<file path="config.mk">
export PLATFORM = sky130hd
export DESIGN_NAME = ex_alu_rs
export DESIGN_NICKNAME = d
export VERILOG_FILES = /design/src/rtl/ex_alu_rs.sv
export SDC_FILE = /design/constraint.sdc
export NUM_CORES = 2
export LEC_CHECK = 0
export ABC_AREA = 1
export BUFFER_PORTS_ARGS = -buffer_cell sky130_fd_sc_hd__buf_2
export CAP_MARGIN = 15
export CORE_MARGIN = 2
export CORE_UTILIZATION = 40
export DETAILED_ROUTE_END_ITERATION = 16
export PLACE_DENSITY = 0.59
export SYNTH_ARGS = -nofsm -noshare
export SYNTH_HDL_FRONTEND = slang
export SYNTH_SLANG_ARGS = --single-unit
export TNS_END_PERCENT = 100
</file>
<file path="constraint.sdc">
create_clock -name clk -period 8.76 [get_ports clk]
set_clock_uncertainty 0.15 [all_clocks]
set_input_delay 0.438 -clock clk [delete_from_list [all_inputs] [get_ports clk]]
set_output_delay 0.438 -clock clk [all_outputs]
set_load 0.05 [all_outputs]
</file>
<file path="src/rtl/ex_alu_rs.sv">
// ALU reservation station: holds issued ALU/branch ops, wakes operands from the CDB,
// selects one ready entry per cycle and registers its result and redirect.
module ex_alu_rs #(
  parameter int DEPTH = 4,
  parameter int XLEN  = 32,
  parameter int TAG_W = 4,
  parameter int OP_W  = 6
) (
  input  logic                         clk,
  input  logic                         rst,
  input  logic                         rdy,
  input  logic                         flush,
  input  logic                         issue_valid,
  output logic                         issue_ready,
  input  logic [OP_W-1:0]              issue_op,
  input  logic [XLEN-1:0]              issue_pc,
  input  logic [TAG_W-1:0]             issue_tagx,
  input  logic [TAG_W-1:0]             issue_tagy,
  input  logic [XLEN-1:0]              issue_datax,
  input  logic [XLEN-1:0]              issue_datay,
  input  logic [XLEN-1:0]              issue_imm,
  input  logic [TAG_W-1:0]             issue_tagw,
  input  logic [4:0]                   issue_target,
  input  logic                         cdb_valid,
  input  logic [TAG_W-1:0]             cdb_tag,
  input  logic [XLEN-1:0]              cdb_data,
  output logic                         res_valid,
  input  logic                         res_ready,
  output logic                         res_we,
  output logic [4:0]                   res_target,
  output logic [TAG_W-1:0]             res_tag,
  output logic [XLEN-1:0]              res_data,
  output logic                         jmp_en,
  output logic [XLEN-1:0]              jmp_addr,
  output logic [$clog2(DEPTH+1)-1:0]   busy_cnt
);
  localparam int CNT_W = $clog2(DEPTH + 1);
  localparam int IDX_W = $clog2(DEPTH);
  localparam int SH_W  = $clog2(XLEN);

  localparam logic [OP_W-1:0] OP_ADD = 6'd0,  OP_SUB = 6'd1,  OP_SLL = 6'd2,  OP_SLT = 6'd3,
                              OP_SLTU = 6'd4, OP_XOR = 6'd5,  OP_SRL = 6'd6,  OP_SRA = 6'd7,
                              OP_OR = 6'd8,   OP_AND = 6'd9,  OP_LUI = 6'd10, OP_AUIPC = 6'd11,
                              OP_JAL = 6'd12, OP_JALR = 6'd13, OP_BEQ = 6'd14, OP_BNE = 6'd15,
                              OP_BLT = 6'd16, OP_BGE = 6'd17, OP_BLTU = 6'd18, OP_BGEU = 6'd19;

  logic [DEPTH-1:0] vld_q, vld_d;
  logic [OP_W-1:0]  op_q    [DEPTH], op_d    [DEPTH];
  logic [XLEN-1:0]  pc_q    [DEPTH], pc_d    [DEPTH];
  logic [TAG_W-1:0] tagx_q  [DEPTH], tagx_d  [DEPTH];
  logic [TAG_W-1:0] tagy_q  [DEPTH], tagy_d  [DEPTH];
  logic [XLEN-1:0]  datax_q [DEPTH], datax_d [DEPTH];
  logic [XLEN-1:0]  datay_q [DEPTH], datay_d [DEPTH];
  logic [XLEN-1:0]  imm_q   [DEPTH], imm_d   [DEPTH];
  logic [TAG_W-1:0] tagw_q  [DEPTH], tagw_d  [DEPTH];
  logic [4:0]       tgt_q   [DEPTH], tgt_d   [DEPTH];

  logic [CNT_W-1:0] busy_q, busy_d;
  logic             res_valid_q, res_valid_d, res_we_q, res_we_d, jmp_en_q, jmp_en_d;
  logic [4:0]       res_target_q, res_target_d;
  logic [TAG_W-1:0] res_tag_q, res_tag_d;
  logic [XLEN-1:0]  res_data_q, res_data_d, jmp_addr_q, jmp_addr_d;

  logic             sel_hit, free_hit, do_sel, accept;
  logic [IDX_W-1:0] sel_idx, free_idx;
  logic [XLEN-1:0]  ax, ay, apc, alu_data, alu_jaddr;
  logic             alu_we, alu_jen, taken;
  logic [SH_W-1:0]  shamt;

  assign issue_ready = (busy_q != CNT_W'(DEPTH));
  assign accept      = issue_valid && issue_ready && free_hit;

  always_comb begin
    vld_d = vld_q;   op_d = op_q;     pc_d = pc_q;     tagx_d = tagx_q; tagy_d = tagy_q;
    datax_d = datax_q; datay_d = datay_q; imm_d = imm_q; tagw_d = tagw_q; tgt_d = tgt_q;
    sel_hit = 1'b0;  sel_idx = '0;    free_hit = 1'b0; free_idx = '0;

    for (int i = 0; i < DEPTH; i++) begin
      if (!sel_hit && vld_q[i] && tagx_q[i] == '0 && tagy_q[i] == '0) begin
        sel_hit = 1'b1;
        sel_idx = IDX_W'(i);
      end
      if (!free_hit && !vld_q[i]) begin
        free_hit = 1'b1;
        free_idx = IDX_W'(i);
      end
    end
    do_sel = sel_hit && (!res_valid_q || res_ready);

    for (int i = 0; i < DEPTH; i++) begin
      if (vld_q[i] && cdb_valid && cdb_tag != '0) begin
        if (tagx_q[i] == cdb_tag) begin tagx_d[i] = '0; datax_d[i] = cdb_data; end
        if (tagy_q[i] == cdb_tag) begin tagy_d[i] = '0; datay_d[i] = cdb_data; end
      end
    end

    if (do_sel) vld_d[sel_idx] = 1'b0;

    // Issue slot is always free in the registered state, so it never collides with select.
    if (accept) begin
      vld_d[free_idx]   = 1'b1;
      op_d[free_idx]    = issue_op;
      pc_d[free_idx]    = issue_pc;
      imm_d[free_idx]   = issue_imm;
      tagw_d[free_idx]  = issue_tagw;
      tgt_d[free_idx]   = issue_target;
      tagx_d[free_idx]  = issue_tagx;
      datax_d[free_idx] = issue_datax;
      tagy_d[free_idx]  = issue_tagy;
      datay_d[free_idx] = issue_datay;
      if (cdb_valid && issue_tagx != '0 && issue_tagx == cdb_tag) begin
        tagx_d[free_idx] = '0; datax_d[free_idx] = cdb_data;
      end
      if (cdb_valid && issue_tagy != '0 && issue_tagy == cdb_tag) begin
        tagy_d[free_idx] = '0; datay_d[free_idx] = cdb_data;
      end
    end

    ax = datax_q[sel_idx];
    ay = datay_q[sel_idx];
    apc = pc_q[sel_idx];
    shamt = ay[SH_W-1:0];
    alu_data = '0; alu_jaddr = '0; alu_we = 1'b1; alu_jen = 1'b0; taken = 1'b0;
    case (op_q[sel_idx])
      OP_ADD:   alu_data = ax + ay;
      OP_SUB:   alu_data = ax - ay;
      OP_SLL:   alu_data = ax << shamt;
      OP_SLT:   alu_data = XLEN'($signed(ax) < $signed(ay));
      OP_SLTU:  alu_data = XLEN'(ax < ay);
      OP_XOR:   alu_data = ax ^ ay;
      OP_SRL:   alu_data = ax >> shamt;
      OP_SRA:   alu_data = XLEN'($signed(ax) >>> shamt);
      OP_OR:    alu_data = ax | ay;
      OP_AND:   alu_data = ax & ay;
      OP_LUI:   alu_data = ax;
      OP_AUIPC: alu_data = ax + apc;
      OP_JAL:   begin alu_data = apc + XLEN'(4); alu_jen = 1'b1; alu_jaddr = apc + ax; end
      OP_JALR:  begin alu_data = apc + XLEN'(4); alu_jen = 1'b1; alu_jaddr = (ax + ay) & ~XLEN'(1); end
      OP_BEQ, OP_BNE, OP_BLT, OP_BGE, OP_BLTU, OP_BGEU: begin
        alu_we = 1'b0;
        case (op_q[sel_idx])
          OP_BEQ:  taken = (ax == ay);
          OP_BNE:  taken = (ax != ay);
          OP_BLT:  taken = ($signed(ax) < $signed(ay));
          OP_BGE:  taken = ($signed(ax) >= $signed(ay));
          OP_BLTU: taken = (ax < ay);
          default: taken = (ax >= ay);
        endcase
        alu_jen = taken;
        alu_jaddr = taken ? apc + imm_q[sel_idx] : '0;
      end
      default:  alu_we = 1'b0;
    endcase

    res_valid_d = res_valid_q; res_we_d = res_we_q; jmp_en_d = jmp_en_q;
    res_target_d = res_target_q; res_tag_d = res_tag_q; res_data_d = res_data_q;
    jmp_addr_d = jmp_addr_q;
    if (do_sel) begin
      res_valid_d  = 1'b1;
      res_we_d     = alu_we && (tgt_q[sel_idx] != 5'd0);
      res_target_d = tgt_q[sel_idx];
      res_tag_d    = tagw_q[sel_idx];
      res_data_d   = alu_data;
      jmp_en_d     = alu_jen;
      jmp_addr_d   = alu_jaddr;
    end else if (res_ready) begin
      res_valid_d = 1'b0; res_we_d = 1'b0; jmp_en_d = 1'b0;
    end

    busy_d = busy_q + CNT_W'(accept) - CNT_W'(do_sel);

    if (flush) begin
      vld_d = '0; busy_d = '0; res_valid_d = 1'b0; res_we_d = 1'b0; jmp_en_d = 1'b0;
    end
  end

  always_ff @(posedge clk) begin
    if (rst) begin
      vld_q <= '0; busy_q <= '0;
      res_valid_q <= 1'b0; res_we_q <= 1'b0; jmp_en_q <= 1'b0;
      res_target_q <= '0; res_tag_q <= '0; res_data_q <= '0; jmp_addr_q <= '0;
      for (int i = 0; i < DEPTH; i++) begin
        op_q[i] <= '0; pc_q[i] <= '0; tagx_q[i] <= '0; tagy_q[i] <= '0; datax_q[i] <= '0;
        datay_q[i] <= '0; imm_q[i] <= '0; tagw_q[i] <= '0; tgt_q[i] <= '0;
      end
    end else if (rdy) begin
      vld_q <= vld_d; busy_q <= busy_d;
      op_q <= op_d; pc_q <= pc_d; tagx_q <= tagx_d; tagy_q <= tagy_d; datax_q <= datax_d;
      datay_q <= datay_d; imm_q <= imm_d; tagw_q <= tagw_d; tgt_q <= tgt_d;
      res_valid_q <= res_valid_d; res_we_q <= res_we_d; jmp_en_q <= jmp_en_d;
      res_target_q <= res_target_d; res_tag_q <= res_tag_d; res_data_q <= res_data_d;
      jmp_addr_q <= jmp_addr_d;
    end
  end

  assign res_valid  = res_valid_q;
  assign res_we     = res_we_q;
  assign res_target = res_target_q;
  assign res_tag    = res_tag_q;
  assign res_data   = res_data_q;
  assign jmp_en     = jmp_en_q;
  assign jmp_addr   = jmp_addr_q;
  assign busy_cnt   = busy_q;
endmodule
</file>
---- Yosys cells after proc, flatten, opt, wreduce, memory -nomap -nowiden ----
Index checks and enable logic that the tools add are counted.
storage, ports and cells
  bits of input ports ..................... 194
  register bits ........................... 687
  output and inout port bits .............. 80
cells by class
  add/subtract/negate cells ............... 7
  bitwise logic cells ..................... 11
  muxes and demuxes ....................... 116
  shifts and indexed selects .............. 3
  reduce and logical (&&, ||, !) cells .... 63
  eq/ne operators ......................... 32
  order comparisons ....................... 11
operators with widths
  cell                                                                    count
  32-bit two-way mux                                                      26
  128-bit bitwise mux                                                     6
  128-bit two-way mux                                                     4
  32-bit case mux with 13 select lines                                    1
  32-bit binary-select mux with 2-bit select                              4
  32-bit adder                                                            3
  32-bit case mux with 3 select lines                                     1
  4-bit two-way mux                                                       22
  32-bit demux with 2-bit select                                          1
  32-bit greater-or-equal comparator                                      2
  32-bit < comparator                                                     2
  16-bit two-way mux                                                      4
  16-bit bitwise mux                                                      3
  6-bit by 4-bit equality test with 1-bit output (second input constant)  8
  4-bit equality test                                                     10
  1-bit logical AND                                                       33
  32-bit by 3-bit adder with 32-bit output (second input constant)        1
  16-bit AND                                                              2
  32-bit AND                                                              1
  32-bit equality test                                                    1
  4-bit zero test                                                         8
  32-bit != test                                                          1
  32-bit bitwise OR                                                       1
  32-bit by 5-bit left shift with 32-bit output                           1
  46 further kinds                                                        97

---- Logic depth before layout (Yosys ltp) ----
  depth in word-level cells ............... 29
  depth in mapped cells ................... 38
  gate-level depth less buffers ........... 34

---- Least setup slack after synthesis ----
OpenSTA, ideal clock, no wires.
  path kind ............................... reg2reg
  from .................................... register tagx_q[12] in the netlist's numbering
  to ...................................... register jmp_addr_q[11] (netlist: jmp_addr[11])
  required time ........................... 8,478 ps
  data arrival time ....................... 4,234 ps
  path buffers ............................ 8
  slack ................................... 4,244 ps
  cell stages (with the launch flop) ...... 38
  library setup time ...................... 132 ps
  cells stage by stage .................... dfxtp_1 nor2_2 nand3_2 nor2_4 inv_2 nand2_4 buf_6 buf_12 buf_6 buf_6 buf_2 buf_1 o22ai_1 a21oi_1 o21a_1 ha_1 clkbuf_1 nor2_1 (+2 left out) inv_1 nor2_1 inv_1 nor2_1 nand2_1 nand2_1 inv_2 nand2_1 nand2_1 nand2_1 nand2_1 o21bai_1 nand2_2 nand2_2 buf_4 nor2_1 o21ai_1 a21oi_1
between the ends
  longest elaborated chain between the ends .. 28
RTL lines
  element                                                                               RTL line  source
  start, declared                                                                       50        logic [TAG_W-1:0] tagx_q [DEPTH], tagx_d [DEPTH];
  start signal, assigned                                                                188       op_q <= op_d; pc_q <= pc_d; tagx_q <= tagx_d; tagy_q <= tagy_d; datax_q <= datax_d;
  4-bit zero test *                                                                     79        if (!sel_hit && vld_q[i] && tagx_q[i] == '0 && tagy_q[i] == '0) begin
  1-bit logical AND * (2 in series)                                                     79
  1-bit two-way mux *                                                                   79
  1-bit zero test                                                                       79
  1-bit logical AND (3 in series)                                                       79
  1-bit two-way mux                                                                     79
  1-bit zero test                                                                       79
  1-bit logical AND (3 in series)                                                       79
  (+6 left out)                                                                         -
  2-bit NOT with 3-bit output (implied by the code)                                     -
  32-bit binary-select mux with 2-bit select, or another cell as far along              119       ax = datax_q[sel_idx];
  32-bit two-way mux (implied by the code), or another cell as far along (2 in series)  119
  32-bit greater-or-equal comparator, or another cell as far along                      147       default: taken = (ax >= ay);
  1-bit case mux with 5 select lines                                                    141       case (op_q[sel_idx])
  1-bit two-way mux                                                                     124       case (op_q[sel_idx])
  32-bit two-way mux                                                                    150       alu_jaddr = taken ? apc + imm_q[sel_idx] : '0;
  32-bit case mux with 3 select lines                                                   124
  end signal, assigned                                                                  192       jmp_addr_q <= jmp_addr_d;
  end, declared                                                                         62        logic [XLEN-1:0] res_data_q, res_data_d, jmp_addr_q, jmp_addr_d;
Mark *: on every way between the ends. The rest lies on a longest branch, timed or not. The select of a mux whose other input is x is not followed.
A chain may end at the register's enable or synchronous reset.

---- Worst setup path after layout ----
  from .................................... register tagy_q[15] in the netlist's numbering
  to ...................................... register res_data_q[16] (netlist: res_data[16])
between the ends
  longest elaborated chain between the ends .. 25
RTL lines
  element                                                                   RTL line  source
  start, declared                                                           51        logic [TAG_W-1:0] tagy_q [DEPTH], tagy_d [DEPTH];
  start signal, assigned                                                    188
  4-bit zero test *                                                         79
  1-bit logical AND *                                                       79
  1-bit two-way mux *                                                       79
  parallel branches: the longest is 22 deep, another holds 1-bit zero test  -
  end signal, assigned                                                      191       res_target_q <= res_target_d; res_tag_q <= res_tag_d; res_data_q <= res_data_d;
  end, declared                                                             62
Every way passes the cells marked *. The select of a mux whose other input is x is not followed.

==> flow_metrics.tcl <==
set metrics [dict create \
    result_of_the_run "complete, no violations" \
    first_global_vias 56300 \
    nFillCells 14200 \
    power.leakage_nw 28.3 \
    whs_path_depth 4 \
    ys_seq_elements 687 \
    route.vias.total 62800 \
    syn-cell-area_mm2 0.0529 \
    cts_sinks 687 \
    post_synthesis_sequential_area_ratio_pct 26.0 \
    antenna_found_initial 22 \
    ys_async_sr_fraction_pct 0 \
    post_cts.repair.setup_buffers 0 \
    dpl.hpwl_um 191000 \
    initial_standard_cell_utilization_of_the_core_pct 40.3 \
    io_pins 274 \
    placementRows 133 \
    clock-root-buffer "sky130_fd_sc_hd__clkbuf_16" \
    finalSetupTns_ns 0 \
    die_area_mm2 0.135 \
    clk_latency_ns 0.73 \
    vdd_drop_max_mv 0.158 \
    port_buffers 273 \
    tritoncts "yes" \
    synthFlopType "sky130_fd_sc_hd__dfxtp_1" \
    critical_path.max_fanout 34 \
    synth_enable_flop_cells 0 \
    synthesis.instances 8798 \
    drc 0 \
    crit_top_cell "sky130_fd_sc_hd__nand2_1" \
    power_per_cell_area_mw_per_mm2 162 \
    rsz0062_at_grt "false" \
    setup_violations 0 \
    multi_input_comb_area_mm2 0.0326 \
    slowest_stage "sky130_fd_sc_hd__xor2_1" \
    gp_routability_congestion 1.10 \
    worstSetupEndpointType "flop" \
    gr-total-overflow 0 \
    p_r_area_growth_vs_syn_pct 10.5 \
    relative_slew_slack_pct 14.5 \
    synthDistinctLibCells 68 \
    hold_viol 0 \
    maximum_number_of_pins_on_one_net_before_global_route_repair 237 \
    finalWorstPathRequiredPeriod_ns 7.00 \
    grt_util_all_layers_pct 38.3 \
    num-nets-final 9108 \
    detail_route.wirelength_um 271000 \
    core_area_mm2 0.131 \
    cap_viol_max_count 0 \
    cpPeakStageDelay_ns 0.58 \
    ctsLongestPathBuffers 3 \
    htreeDepth 3 \
    hold_path.class "in2reg" \
    critPathRequiredTime_ns 9.26 \
    detail-route-antenna-nets 0 \
    yosysWarningCount 0 \
    synthesis.nets 9159 \
    fmax_ghz 0.143 \
    syn-mean-instance-area_um2 6.02 \
    final.period_utilization_pct 79.9 \
    ctsResizeCount 0 \
    detail_route.first_pass.iterations 6 \
    ff2ff_path_depth 30 \
    cts_hold_buffers 82 \
    timing_worst_slew_pin_value_ns 1.28 \
    cp.arrival_ns 7.50 \
    drv_slew 0 \
    vias_per_cell 5.94 \
    avgRoutedWirePerCell_um 25.6 \
    cp-start-kind "flop" \
    cts.reportedPaths.clkPinSlew_ns 0.06 \
    chipWidth_um 368 \
    detail_route.iter0.violations 8133 \
    die_height_um 368 \
    layout-drive-gt1-share_pct 8.29 \
    tritoncts_buffers 85 \
    grt_pass1_wl_um 390000 \
    final_util_pct 44.5 \
    sequential_cell_area_mm2 0.0138 \
    worst-setup-path-type "reg2reg" \
]
cell usage after synthesis (29+ instances only):
| cell | instances | area (um2) |
|---|---|---|
| sky130_fd_sc_hd__o21ai_1 | 62 | 310 |
| sky130_fd_sc_hd__xor2_1 | 86 | 753 |
| sky130_fd_sc_hd__buf_1 | 41 | 154 |
| sky130_fd_sc_hd__nand4_2 | 33 | 413 |
| sky130_fd_sc_hd__a21oi_1 | 660 | 3300 |
| sky130_fd_sc_hd__nor3_1 | 40 | 200 |
| sky130_fd_sc_hd__nand2_1 | 1398 | 5250 |
| sky130_fd_sc_hd__ha_1 | 162 | 2030 |
| sky130_fd_sc_hd__dfxtp_1 | 687 | 13800 |
| sky130_fd_sc_hd__clkbuf_1 | 424 | 1590 |
| sky130_fd_sc_hd__nor2_1 | 1020 | 3830 |
| sky130_fd_sc_hd__o22ai_1 | 94 | 588 |
| sky130_fd_sc_hd__inv_2 | 33 | 124 |
| sky130_fd_sc_hd__o21ai_0 | 1777 | 8890 |
| sky130_fd_sc_hd__inv_1 | 1060 | 3980 |
| sky130_fd_sc_hd__a211oi_1 | 29 | 218 |
| sky130_fd_sc_hd__nand3_1 | 535 | 2680 |
| sky130_fd_sc_hd__o21a_1 | 34 | 255 |
| sky130_fd_sc_hd__nand4_1 | 174 | 1090 |
| sky130_fd_sc_hd__buf_2 | 87 | 435 |
sequential cells by signal, summed over array words and instances (netlist names):
| register | count |
|---|---|
| datax_q | 128 |
| datay_q | 128 |
| imm_q | 128 |
| pc_q | 128 |
| jmp_addr | 32 |
| res_data | 32 |
| op_q | 24 |
| tgt_q | 20 |
| tagw_q | 16 |
| tagx_q | 16 |
| tagy_q | 16 |
| res_target | 5 |
| res_tag | 4 |
| vld_q | 4 |
| busy_cnt | 3 |
| jmp_en | 1 |
| res_valid | 1 |
| res_we | 1 |
per-layer routing:
metal	up-vias	track usage, %	share of wire (%)
li1	29100	-	-
met1	29700	52.0	42
met2	3409	58.5	43
met3	560	7.31	9.4
met4	24	17.6	5.1
met5	-	0	0.056
power breakdown:
| group | internal [mW] | total [mW] | switching [mW] |
|---|---|---|---|
| sequential | 3.25 | 3.30 | 0.0492 |
| combinational | 0.679 | 2.61 | 1.93 |
| clock | 2.02 | 3.57 | 1.55 |
cell usage in the layout (no fill, tap or decap), drive strengths merged, types with 21 or more instances in the layout:
master | netlist | layout
buf | 174 | 378
a211oi | 29 | 29
ha | 162 | 162
or2 | 23 | 23
nor2 | 1061 | 1061
xor2 | 86 | 86
clkinv | 5 | 21
dlygate4sd3 | 0 | 82
nor3 | 44 | 44
dfxtp | 687 | 687
o211ai | 25 | 25
o21a | 34 | 34
a21oi | 661 | 661
inv | 1095 | 1099
o22ai | 95 | 95
clkbuf | 424 | 123
nand3 | 558 | 558
nand2 | 1424 | 1424
o21ai | 1841 | 1841
nand4 | 210 | 210
o21bai | 23 | 23
xnor2 | 28 | 28
kinds of logic after synthesis:
| family | Yosys count | synth area share, % |
|---|---|---|
| multiplexers | 1 | 0.0189 |
| AO/OA/AOI/OAI | 2785 | 27.6 |
| flip-flops | 687 | 26.0 |
| AND/OR/NAND/NOR | 3346 | 27.8 |
| XOR/XNOR | 114 | 1.89 |
| buffers and inverters | 1698 | 12.8 |
| adder cells (fa/ha/maj) | 167 | 4.02 |
worst max-delay path: cells and delay by family, from the launching register on:
| family | cells | cell delay (ns) |
|---|---|---|
| XOR/XNOR | 1 | 0.58 |
| AND/OR/NAND/NOR | 16 | 2.48 |
| adder cells (fa/ha/maj) | 2 | 0.69 |
| buffers and inverters | 7 | 1.42 |
| flip-flops | 1 | 0.33 |
| AO/OA/AOI/OAI | 4 | 1.21 |
final timing paths:
check	startpoint	endpoint	slack [ns]
setup reg to reg	tagy_q[15]	res_data[16]	1.76
hold / removal	rdy	datay_q[126]	0.04
hold reg to reg	tagw_q[7]	tagw_q[7]	0.30
setup / recovery	tagy_q[15]	res_data[16]	1.76
per-stage QoR:
stage | setup WS [ns] | cell area [um2] | power (mW) | hold WS, ns | cells
2_1_floorplan | 4.24 | 52900 | 4.86 | 0.274 | 8798
3_3_place_gp | 1.95 | 54900 | 5.84 | 0.285 | 10300
3_5_place_dp | 2.01 | 54900 | 5.83 | 0.294 | 10300
4_1_cts | 2.00 | 58500 | 9.40 | 0.000898 | 10600
5_1_grt | 1.50 | 58500 | 9.81 | 0.0247 | 10600
6_report | 1.76 | 58500 | 9.48 | 0.0396 | 10600
cell type report:
cell class	count	area share, %
antenna	10	0.0428
clock buffer	123	4.21
clock inverter	26	0.477
inverter	1100	7.10
multi-input combinational	6413	55.8
sequential	687	23.5
tap	1755	3.75
timing repair buffer	460	5.15
Note: power is estimated with default switching activity, not from simulation.
